--- config.mk ---
export PLATFORM = sky130hd
export DESIGN_NAME = seg_scan_display
export DESIGN_NICKNAME = d
export VERILOG_FILES = /design/src/rtl/seg_scan_display.sv
export SDC_FILE = /design/constraint.sdc
export NUM_CORES = 1
export LEC_CHECK = 0
export CELL_PAD_IN_SITES_DETAIL_PLACEMENT = 1
export CELL_PAD_IN_SITES_GLOBAL_PLACEMENT = 1
export CORE_UTILIZATION = 45
export CTS_CLUSTER_SIZE = 20
export DETAILED_ROUTE_END_ITERATION = 7
export PLACE_DENSITY_LB_ADDON = 0.1
export SYNTH_ARGS = -nofsm -noshare
export SYNTH_HDL_FRONTEND = slang
export SYNTH_SLANG_ARGS = --single-unit
--- constraint.sdc ---
create_clock -name clk -period 6.8 [get_ports clk]
set_clock_uncertainty 0.1 [all_clocks]
set_input_delay 1.36 -clock clk [delete_from_list [all_inputs] [get_ports clk]]
set_output_delay 1.36 -clock clk [all_outputs]
set_load 0.01 [all_outputs]
--- src/rtl/seg_scan_display.sv ---
// Multiplexed seven-segment scanner: prescaled digit slots with a leading blank interval,
// a shadow copy of the data refreshed only at frame wrap, and optional leading-zero blanking.
module seg_scan_display #(
   parameter int DIGITS      = 4,
   parameter int PRESCALE    = 8192,
   parameter int BLANK_CYC   = 1,
   parameter int SEG_ACT_LOW = 1,
   parameter int EN_ACT_LOW  = 1
) (
   input  logic                  clk,
   input  logic                  reset,
   input  logic [4*DIGITS-1:0]   data,
   input  logic [DIGITS-1:0]     dp_in,
   input  logic                  blank_lz,
   input  logic                  hold,
   output logic [6:0]            light,
   output logic                  dp,
   output logic [DIGITS-1:0]     en,
   output logic                  frame_done
);

   localparam int PW = (PRESCALE > 1) ? $clog2(PRESCALE) : 1;
   localparam int IW = (DIGITS > 1) ? $clog2(DIGITS) : 1;
   localparam logic [PW-1:0] P_LAST  = PW'(PRESCALE - 1);
   localparam logic [PW-1:0] P_BLANK = PW'(BLANK_CYC);
   localparam logic [IW-1:0] I_LAST  = IW'(DIGITS - 1);
   localparam logic SEG_POL = (SEG_ACT_LOW != 0);
   localparam logic EN_POL  = (EN_ACT_LOW != 0);

   logic [PW-1:0]         pcnt;
   logic [IW-1:0]         idx;
   logic [4*DIGITS-1:0]   shd;
   logic [DIGITS-1:0]     shd_dp;

   logic                  tick;
   logic                  wrap;
   logic                  zero_run;
   logic [DIGITS-1:0]     lz_mask;
   logic [3:0]            cur_nib;
   logic                  cur_dp;
   logic                  cur_blank;
   logic                  show;
   logic [DIGITS-1:0]     en_hot;

   function automatic logic [6:0] hex7(input logic [3:0] v);
      case (v)
         4'h0:    hex7 = 7'h3F;
         4'h1:    hex7 = 7'h06;
         4'h2:    hex7 = 7'h5B;
         4'h3:    hex7 = 7'h4F;
         4'h4:    hex7 = 7'h66;
         4'h5:    hex7 = 7'h6D;
         4'h6:    hex7 = 7'h7D;
         4'h7:    hex7 = 7'h07;
         4'h8:    hex7 = 7'h7F;
         4'h9:    hex7 = 7'h6F;
         4'hA:    hex7 = 7'h77;
         4'hB:    hex7 = 7'h7C;
         4'hC:    hex7 = 7'h39;
         4'hD:    hex7 = 7'h5E;
         4'hE:    hex7 = 7'h79;
         default: hex7 = 7'h71;
      endcase
   endfunction

   assign tick = (pcnt == P_LAST);
   assign wrap = tick && (idx == I_LAST);

   // Walk from the top nibble down; a digit is a leading zero while every nibble above it is zero too.
   always_comb begin
      zero_run = 1'b1;
      lz_mask  = '0;
      for (int k = DIGITS - 1; k >= 0; k--) begin
         zero_run   = zero_run & (shd[4*k +: 4] == 4'h0);
         lz_mask[k] = zero_run && (k != 0);
      end
   end

   always_comb begin
      cur_nib   = 4'h0;
      cur_dp    = 1'b0;
      cur_blank = 1'b0;
      for (int k = 0; k < DIGITS; k++) begin
         if (idx == IW'(k)) begin
            cur_nib   = shd[4*k +: 4];
            cur_dp    = shd_dp[k];
            cur_blank = blank_lz & lz_mask[k];
         end
      end
   end

   assign show   = (pcnt >= P_BLANK) && !cur_blank;
   assign en_hot = show ? (DIGITS'(1) << idx) : '0;

   always_ff @(posedge clk or posedge reset) begin
      if (reset) begin
         pcnt       <= '0;
         idx        <= '0;
         shd        <= '0;
         shd_dp     <= '0;
         frame_done <= 1'b0;
         en         <= {DIGITS{EN_POL}};
         light      <= {7{SEG_POL}};
         dp         <= SEG_POL;
      end else begin
         pcnt <= tick ? '0 : pcnt + 1'b1;
         if (tick) begin
            idx <= (idx == I_LAST) ? '0 : idx + 1'b1;
         end
         if (wrap && !hold) begin
            shd    <= data;
            shd_dp <= dp_in;
         end
         frame_done <= wrap;
         en         <= en_hot ^ {DIGITS{EN_POL}};
         light      <= hex7(cur_nib) ^ {7{SEG_POL}};
         dp         <= (show & cur_dp) ^ SEG_POL;
      end
   end

endmodule

=== Yosys cells after proc, flatten, opt, wreduce, memory -nomap -nowiden ===
Memories as Yosys holds them, arrays and structs flattened.
Index checks and enable logic that the tools add are counted.

* ROM bits: 112
* Memories kept: 1
* Logic and storage cells: 49
* Input bits: 24
* Output and inout bits: 13
* Register bits: 48

* Bitwise operators: 9
* Muxes and demuxes: 14
* Reductions and logical operators: 9
* Equality and inequality tests: 4
* Magnitude comparators: 1
* Add/subtract/negate cells: 2
* Shift operators: 1

{| class="wikitable"
|+ Memory list
! name !! depth !! width !! read ports !! clocked after Yosys merged registers in !! write ports !! line !! RTL
|-
| (name not given) || 16 || 7 || 1 || 0 || 0 || 46 || <nowiki>case (v)</nowiki>
|}

{| class="wikitable"
|+ Operator list
! cell !! number
|-
| two-way mux 4 bit || 5
|-
| adder 13 x 1 -> 13 bit, second input constant || 1
|-
| == test 13 bit, second input constant || 1
|-
| greater-or-equal comparator 13 x 1 -> 1 bit, second input constant || 1
|-
| two-way mux 13 bit || 1
|-
| zero test 4 bit || 3
|-
| two-way mux 1 bit || 7
|-
| NOT 7 bit || 1
|-
| AND 1 bit || 6
|-
| == test 2 bit, second input constant || 2
|-
| NOT 4 bit || 1
|-
| left shift 1 x 2 -> 4 bit, first input constant || 1
|-
| logical AND 1 bit || 3
|-
| adder 2 x 1 -> 2 bit, second input constant || 1
|-
| == test 2 x 1 -> 1 bit, second input constant || 1
|-
| zero test 1 bit || 2
|-
| zero test 2 bit || 1
|-
| two-way mux 2 bit || 1
|-
| NOT 1 bit || 1
|}

=== Longest topological paths before layout ===
Gate-level depths: netlist of the first run.

* Depth in word-level cells: 11
* Mapped depth: 11
* Gate-level depth less buffers: 10

=== Worst setup path after synthesis of the first run ===
Ideal clock, no wire load.

* Kind: flip-flop to flip-flop
* Start: reg idx[1]
* End: reg light[0]
* Path slack: 4.426 ns
* Arrival: 2.190 ns
* Setup time: 0.083 ns
* Stages on the path, launching flop included: 11
* Required time: 6.617 ns
* Cell sequence: dfrtp_1 -> inv_1 -> ha_1 -> clkbuf_1 -> a21oi_1 -> o21ai_0 -> o21ai_0 -> o21ai_0 -> inv_1 -> ha_1 -> a221o_1

* Longest elaborated chain between the ends: 7
* Elaborated cells on any way between the ends: 10
* Those cells by class: 3 x eq/ne; 4 x mux; 1 x bitwise; 1 x reduce/logical; 1 x memory

{| class="wikitable"
|+ Ends and longest elaborated chain
! element !! line !! RTL
|-
| start, declared || 31 || <nowiki>logic [IW-1:0] idx;</nowiki>
|-
| start signal, assigned || 108 || <nowiki>idx <= (idx == I_LAST) ? '0 : idx + 1'b1;</nowiki>
|-
| zero test 2 bit || 84 || <nowiki>if (idx == IW'(k)) begin</nowiki>
|-
| two-way mux 4 bit (3 in series) || 84 ||
|-
| two-way mux 4 bit * || 84 ||
|-
| memory read (16 x 7 bit) * || - ||
|-
| NOT 7 bit (no source line) * || - ||
|-
| end signal, assigned || 103 || <nowiki>light <= {7{SEG_POL}};</nowiki>
|-
| end signal, assigned || 116 || <nowiki>light <= hex7(cur_nib) ^ {7{SEG_POL}};</nowiki>
|-
| end, declared || 16 || <nowiki>output logic [6:0] light,</nowiki>
|}

Mark *: on every way between the ends. The rest lies on a longest branch, timed or not.
A chain may end at the register's enable or synchronous reset.

=== Worst setup path in the final report of the first run ===
* Start: reg pcnt[0]
* End: reg shd[10]

* Longest elaborated chain between the ends: 3

{| class="wikitable"
|+ Ends and longest elaborated chain
! element !! line !! RTL
|-
| start, declared || 30 || <nowiki>logic [PW-1:0] pcnt;</nowiki>
|-
| start signal, assigned || 106 || <nowiki>pcnt <= tick ? '0 : pcnt + 1'b1;</nowiki>
|-
| == test 13 bit || 66 || <nowiki>assign tick = (pcnt == P_LAST);</nowiki>
|-
| logical AND 1 bit || 67 || <nowiki>assign wrap = tick && (idx == I_LAST);</nowiki>
|-
| logical AND 1 bit || 110 || <nowiki>if (wrap && !hold) begin</nowiki>
|-
| end signal, assigned || 111 || <nowiki>shd <= data;</nowiki>
|-
| end, declared || 32 || <nowiki>logic [4*DIGITS-1:0] shd;</nowiki>
|}

No other way between the ends.

==> impl_metrics.env, run 1 <==
export IMPL_finalSetupTns_ps=0
export IMPL_syn_area_um2=2330
export IMPL_power_uw=475
export IMPL_synth_fp_nets=237
export IMPL_first_global_vias=1701
export IMPL_firstDrtPassIters=3
export IMPL_num_rows=25
export IMPL_first_iter_violations=104
export IMPL_drv_cap=0
export IMPL_hold_end="pcnt[10]$_DFF_PP0_"
export IMPL_io_pin_count=37
export IMPL_gp_congestion=0.840
export IMPL_grt_ovfl_total=0
export IMPL_cts_setup_buffers=0
export IMPL_antenna_found_initial=0
export IMPL_post_route_period_util_pct=47.0
export IMPL_startpoint_type="flop"
export IMPL_seq_power_share_pct=60.1
export IMPL_start_util_pct=48.0
export IMPL_path_common_cell="and3_1"
export IMPL_syn_inst=201
export IMPL_setup_viol_count_final=0
export IMPL_status="finished, final reports clean"
export IMPL_endpoint_kind="flop"
export IMPL_ys_seq_elements=48
export IMPL_cp_slowest_stage_delay_ps=900
export IMPL_worstPathArrival_ps=3270
export IMPL_critPathKind="reg -> reg"
export IMPL_cp_slowest_cell="nor3b_4"
export IMPL_grt_total_usage_pct=20.5
export IMPL_max_freq_mhz=313
export IMPL_r2r_end="shd[10]$_DFFE_PP0P_"
export IMPL_vias=1614
export IMPL_chipWidth_um=73.9
export IMPL_clock_latency_ps=290
export IMPL_leakagePower_nw=1.25
export IMPL_synthArstFlopShare_pct=100
export IMPL_dp_hpwl_um=3680
export IMPL_reg2regPathDepth=6
export IMPL_drive_gt1_share_pct=16.4
export IMPL_h_tree_depth=2
export IMPL_power_share_clock_pct=35.9
export IMPL_synth_area_per_cell_um2=11.6
export IMPL_rsz0062_at_grt="false"
export IMPL_finalHoldViolCount=0
export IMPL_io_buffers=36
export IMPL_tightest_slew_ps=1250
export IMPL_ys_warnings_count=0
export IMPL_drt_wl_total_um=4940
export IMPL_clkSinkCount=48
export IMPL_required_ps=6870
export IMPL_min_path_cells=1
export IMPL_holdWs_ps=406
export IMPL_drt_vias_per_instance=5.29
export IMPL_path_max_fanout=20
export IMPL_synth_flop_cell="dfrtp_1"
export IMPL_clkTransAtPathRegs_ps=80
export IMPL_netSwitchingFraction_pct=20.0
export IMPL_cts_buffer_depth=2
export IMPL_clock_root_buffer="clkbuf_8"
export IMPL_design_area_um2=2820
export IMPL_cts_buffers=5
export IMPL_final_nets=273
export IMPL_cts_tree="built"
export IMPL_grt_pass1_wl_um=8420
export IMPL_cp_top_family="simple AND/OR/NAND/NOR gates"
export IMPL_fp_dieArea_um2=5470
export IMPL_path_cells="ha_1 > and3_1 > and3_1 > and4_1 > nor3b_4 > mux2_2"
export IMPL_combPwrFrac_pct=4.0
export IMPL_place_area_um2=2730
export IMPL_ys_types=36
export IMPL_crit_buf_inv=0
export IMPL_hp_start="pcnt[10]$_DFF_PP0_"
export IMPL_report_final_slew_viol_count=0
export IMPL_die_h_um=73.9
export IMPL_drc_errors=0
export IMPL_diodes=0
export IMPL_ir_worst_vdd_v=0.0000895
export IMPL_area_growth_pct=20.9
export IMPL_powerDensity_nw_per_um2=169
export IMPL_relSlewSlack_pct=16.2
export IMPL_fill_cells=525
export IMPL_wl_per_cell_um=16.2
export IMPL_fin_crit_ps=3200
export IMPL_p_int_uw=380
export IMPL_r2r_slack_ps=3600
export IMPL_p_switching_uw=94.8
export IMPL_ctsResizeCount=0
export IMPL_core_um2=4850
export IMPL_ctsHoldBuffers=0
export IMPL_grt_max_degree=49
export IMPL_synth_edff_count=0
export IMPL_detail_route_antenna_nets=0
export IMPL_hold_class="reg -> reg"
export IMPL_seq_area_frac_synth_pct=52.2
export IMPL_reg2reg_from="pcnt[0]$_DFF_PP0_"
state kept, by name (all words and copies together), names as in the netlist:
signal / cells
en: 4
frame_done: 1
pcnt: 13
shd: 16
dp: 1
light: 7
shd_dp: 4
idx: 2
worst register-to-register path: cells and delay by family (launching register included):
family | cells | cell delay (ps)
adders and majority gates | 1 | 210
muxes | 1 | 430
DFF | 1 | 450
and+or+nand+nor | 4 | 1890
power groups by stage:
stage / Sequential [mW] / Clock [mW] / Combinational [mW]
2_1_floorplan: 0.291 / 0 / 0.00441
3_3_place_gp: 0.291 / 0 / 0.0191
3_5_place_dp: 0.291 / 0 / 0.0197
4_1_cts: 0.286 / 0.176 / 0.0198
5_1_grt: 0.286 / 0.187 / 0.0212
6_report: 0.286 / 0.170 / 0.0191
cells in the mapped netlist, drive strengths merged (2+ instances only):
master  instances  area (um^2)
nand3           5         25.0
clkbuf          2         7.51
o211ai          2         15.0
nor2           11         41.3
and3            7         43.8
nand2b          3         18.8
a31oi           2         12.5
and4            2         17.5
mux2i           7         70.1
dfrtp          36          901
nand3b          2         15.0
o22ai           4         25.0
xnor2           5         43.8
mux2           20          225
nand4           2         12.5
inv             9         33.8
nor4            5         31.3
buf             5         40.0
a21oi           3         15.0
ha             12          150
xor2            7         61.3
o21ai          11         55.1
dfstp          12          315
nand2          18         67.6
cells by family (layout without fill, tap and decap cells):
group,Yosys count,count (layout),synth area share (%)
adders and majority gates,12,12,6.45
DFF,48,48,52.2
buffers and inverters,16,53,3.49
AOI/OAI and AO/OA,26,26,6.77
xor gates and xnor gates,12,12,4.51
muxes,27,27,12.7
and+or+nand+nor,60,60,13.9
cell usage in the layout, fill, tap and decap left out, types with 3 or more instances in the layout:
master / count
clkbuf_8: 6
mux2_1: 4
ha_1: 12
nand3_1: 5
dfrtp_1: 36
nand2_1: 18
and3_1: 7
nand2b_1: 3
nor4_1: 5
mux2_2: 16
inv_1: 8
o21ai_0: 11
a21oi_1: 3
xor2_1: 7
nor2_1: 11
clkdlybuf4s50_1: 36
dfstp_2: 12
xnor2_1: 5
mux2i_1: 7
o22ai_1: 4
final cells by class:
class | count | area, um^2 | area share, %
repair buffers | 36 | 360 | 12.8
clock buffers | 8 | 90.1 | 3.20
inverters | 9 | 33.8 | 1.20
well taps | 67 | 83.8 | 2.98
multi-input cells | 137 | 1030 | 36.6
flip-flops and latches | 48 | 1220 | 43.2
metrics by stage:
stage | utilization (%) | cells | worst slack, ps
after global routing | 58.1 | 305 | 3330
after CTS | 58.1 | 305 | 3570
after global placement | 56.2 | 297 | 3580
final | 58.1 | 305 | 3600
after detailed placement | 56.2 | 297 | 3480
after floorplan | - | 201 | 4220
how the worst max path moves through the flow:
| stage | start | endpoint | slack [ps] | depth (start not counted) |
|---|---|---|---|---|
| 4_1_cts | pcnt[0]$_DFF_PP0_ | shd[10]$_DFFE_PP0P_ | 3570 | 6 |
| 2_1_floorplan | reset | frame_done$_DFF_PP0_ | 4220 | 1 |
| 6_report | pcnt[0]$_DFF_PP0_ | shd[10]$_DFFE_PP0P_ | 3600 | 6 |
| 5_1_grt | pcnt[0]$_DFF_PP0_ | shd[11]$_DFFE_PP0P_ | 3330 | 6 |
| 3_3_place_gp | hold | shd_dp[3]$_DFFE_PP0P_ | 3580 | 3 |
| 3_5_place_dp | hold | shd[10]$_DFFE_PP0P_ | 3480 | 3 |
metal layers:
metal	GRT usage (%)	up-vias	share of wire [%]
met5	0	-	0
met4	5.13	0	0.67
met3	4.34	4	3.0
li1	-	775	-
met2	35.1	27	51
met1	26.6	808	45
No activity file was read; power rests on OpenSTA's default activity.
==> run 2, diff against run 1 <==
--- a/config.mk
+++ b/config.mk
@@ -7,7 +7,7 @@
 export LEC_CHECK = 0
 export CELL_PAD_IN_SITES_DETAIL_PLACEMENT = 1
 export CELL_PAD_IN_SITES_GLOBAL_PLACEMENT = 1
-export CORE_UTILIZATION = 45
+export CORE_UTILIZATION = 38
 export CTS_CLUSTER_SIZE = 20
 export DETAILED_ROUTE_END_ITERATION = 7
 export PLACE_DENSITY_LB_ADDON = 0.1
==> constraint.sdc (replaced) <==
create_clock -name clk -period 2.9 [get_ports clk]
set_clock_uncertainty 0.1 [all_clocks]
set_input_delay 0.58 -clock clk [delete_from_list [all_inputs] [get_ports clk]]
set_output_delay 0.58 -clock clk [all_outputs]
set_load 0.01 [all_outputs]
==> impl_metrics.env, run 2 (same netlist as run 1, synthesis figures left out) <==
export IMPL_worstPathArrival_ps=2580
export IMPL_wl_per_cell_um=16.7
export IMPL_cts_buffers=5
export IMPL_firstDrtPassIters=6
export IMPL_start_util_pct=39.3
export IMPL_clkSinkCount=48
export IMPL_grt_ovfl_total=0
export IMPL_endpoint_kind="flop"
export IMPL_ir_worst_vdd_v=0.000266
export IMPL_largest_reg_flops=16
export IMPL_finalSetupTns_ps=0
export IMPL_reg2regPathDepth=7
export IMPL_power_share_clock_pct=36.4
export IMPL_die_h_um=80.3
export IMPL_vias=1702
export IMPL_utilization_pct=48.8
export IMPL_relSlewSlack_pct=67.0
export IMPL_required_ps=2980
export IMPL_top_register="shd"
export IMPL_cp_slowest_stage_delay_ps=450
export IMPL_powerDensity_nw_per_um2=391
export IMPL_grt_total_usage_pct=18.2
export IMPL_cp_depth=7
export IMPL_p_int_uw=893
export IMPL_post_route_period_util_pct=86.0
export IMPL_report_final_slew_viol_count=0
export IMPL_ctsHoldBuffers=0
export IMPL_chipWidth_um=80.3
export IMPL_status="finished, final reports clean"
export IMPL_first_iter_violations=70
export IMPL_ctsResizeCount=0
export IMPL_clkTransAtPathRegs_ps=80
export IMPL_dp_hpwl_um=4070
export IMPL_cts_buffer_depth=2
export IMPL_drt_vias_per_instance=5.34
export IMPL_drt_wl_total_um=5330
export IMPL_area_growth_pct=24.0
export IMPL_path_common_cell="and3_1"
export IMPL_drv_cap=0
export IMPL_seq_power_share_pct=59.3
export IMPL_io_pin_count=37
export IMPL_diodes=0
export IMPL_fin_crit_ps=2490
export IMPL_leakagePower_nw=1.28
export IMPL_layout_common_cells="36 x dfrtp_1, 36 x clkdlybuf4s50_1, 18 x nand2_1"
export IMPL_startpoint_type="flop"
export IMPL_cts_setup_buffers=0
export IMPL_tightest_slew_ps=493
export IMPL_grt_max_degree=21
export IMPL_finalHoldViolCount=0
export IMPL_detail_route_antenna_nets=0
export IMPL_clock_root_buffer="clkbuf_8"
export IMPL_gp_congestion=0.873
export IMPL_critPathKind="reg -> reg"
export IMPL_grt_pass1_wl_um=8690
export IMPL_min_path_cells=1
export IMPL_combPwrFrac_pct=4.2
export IMPL_core_um2=5920
export IMPL_num_rows=28
export IMPL_netSwitchingFraction_pct=20.9
export IMPL_first_global_vias=1835
export IMPL_p_switching_uw=236
export IMPL_io_buffers=36
export IMPL_hold_class="reg -> reg"
export IMPL_antenna_found_initial=0
export IMPL_crit_buf_inv=1
export IMPL_h_tree_depth=2
export IMPL_path_max_fanout=20
export IMPL_max_freq_mhz=401
export IMPL_clock_latency_ps=300
export IMPL_cts_tree="built"
export IMPL_final_nets=279
export IMPL_fill_cells=643
export IMPL_drive_gt1_share_pct=18.9
export IMPL_fp_dieArea_um2=6440
export IMPL_reg_top3="shd (16), pcnt (13), light (7)"
export IMPL_rsz0062_at_grt="false"
export IMPL_cp_top_family="simple AND/OR/NAND/NOR gates"
export IMPL_setup_viol_count_final=0
export IMPL_path_cells="ha_1 > and3_1 > and3_1 > and4_1 > nor3b_4 > buf_12 > mux2_2"
export IMPL_drc_errors=0
export IMPL_cp_slowest_cell="dfrtp_1"
[run 2: cell types whose count changed in the layout (fill, tap and decap cells not counted)]
cell        previous run  this run
buf_12                 0         1
buf_4                  0         5
clkinvlp_4             0         1
clkbuf_1               2         1
[run 2: metrics by stage]
step | cells | setup slack [ps] | total power [mW] | instance area, um^2 | hold WS, ps
floorplan | 201 | 526 | 0.693 | 2330 | 360
global placement | 311 | 508 | 0.729 | 2790 | 379
detailed placement | 311 | 422 | 0.731 | 2790 | 402
CTS | 319 | 376 | 1.15 | 2890 | 423
global route | 319 | 164 | 1.18 | 2890 | 437
finish | 319 | 407 | 1.13 | 2890 | 421
[run 2: power by group through the flow]
stage	Clock [mW]	Combinational, mW	Sequential (mW)
after floorplan	0	0.0103	0.682
after global placement	0	0.0472	0.682
after detailed placement	0	0.0487	0.682
after CTS	0.429	0.0491	0.670
after global routing	0.458	0.0523	0.670
final	0.411	0.0476	0.670
[run 2: area by class of cell]
| class | instances | area [um^2] | share of cell area (%) |
|---|---|---|---|
| sequential | 48 | 1220 | 42.1 |
| multi-input combinational | 137 | 1030 | 35.7 |
| timing repair buffer | 42 | 418 | 14.5 |
| tap | 75 | 93.8 | 3.25 |
| clock buffer | 7 | 86.3 | 2.99 |
| inverter | 9 | 33.8 | 1.17 |
| clock inverter | 1 | 7.51 | 0.260 |
[run 2: worst paths after layout]
kind,start,end,slack (ps)
min in group asynchronous,reset,shd[10]$_DFFE_PP0P_,470
worst max-delay path,pcnt[0]$_DFF_PP0_,shd[6]$_DFFE_PP0P_,410
worst max register to register,pcnt[0]$_DFF_PP0_,shd[6]$_DFFE_PP0P_,410
worst min-delay path,shd[1]$_DFFE_PP0P_,shd[1]$_DFFE_PP0P_,420
worst min register to register,shd[1]$_DFFE_PP0P_,shd[1]$_DFFE_PP0P_,420
max in group asynchronous,reset,en[0]$_DFF_PP1_,1630
[run 2: worst reg2reg max path, delay by kind of cell, from the launching register on]
family / cells / cell delay (ps)
adder cells (fa/ha/maj): 1 / 220
AND/OR/NAND/NOR: 4 / 1040
flip-flops: 1 / 450
buffers and inverters: 1 / 190
multiplexers: 1 / 360
[run 2: per-layer routing]
| layer | global-route usage, % | routed length [um] |
|---|---|---|
| met1 | 19.8 | 2180 |
| met2 | 33.6 | 2830 |
| met3 | 3.98 | 198 |
| met4 | 8.04 | 123 |
| met5 | 0 | 0 |
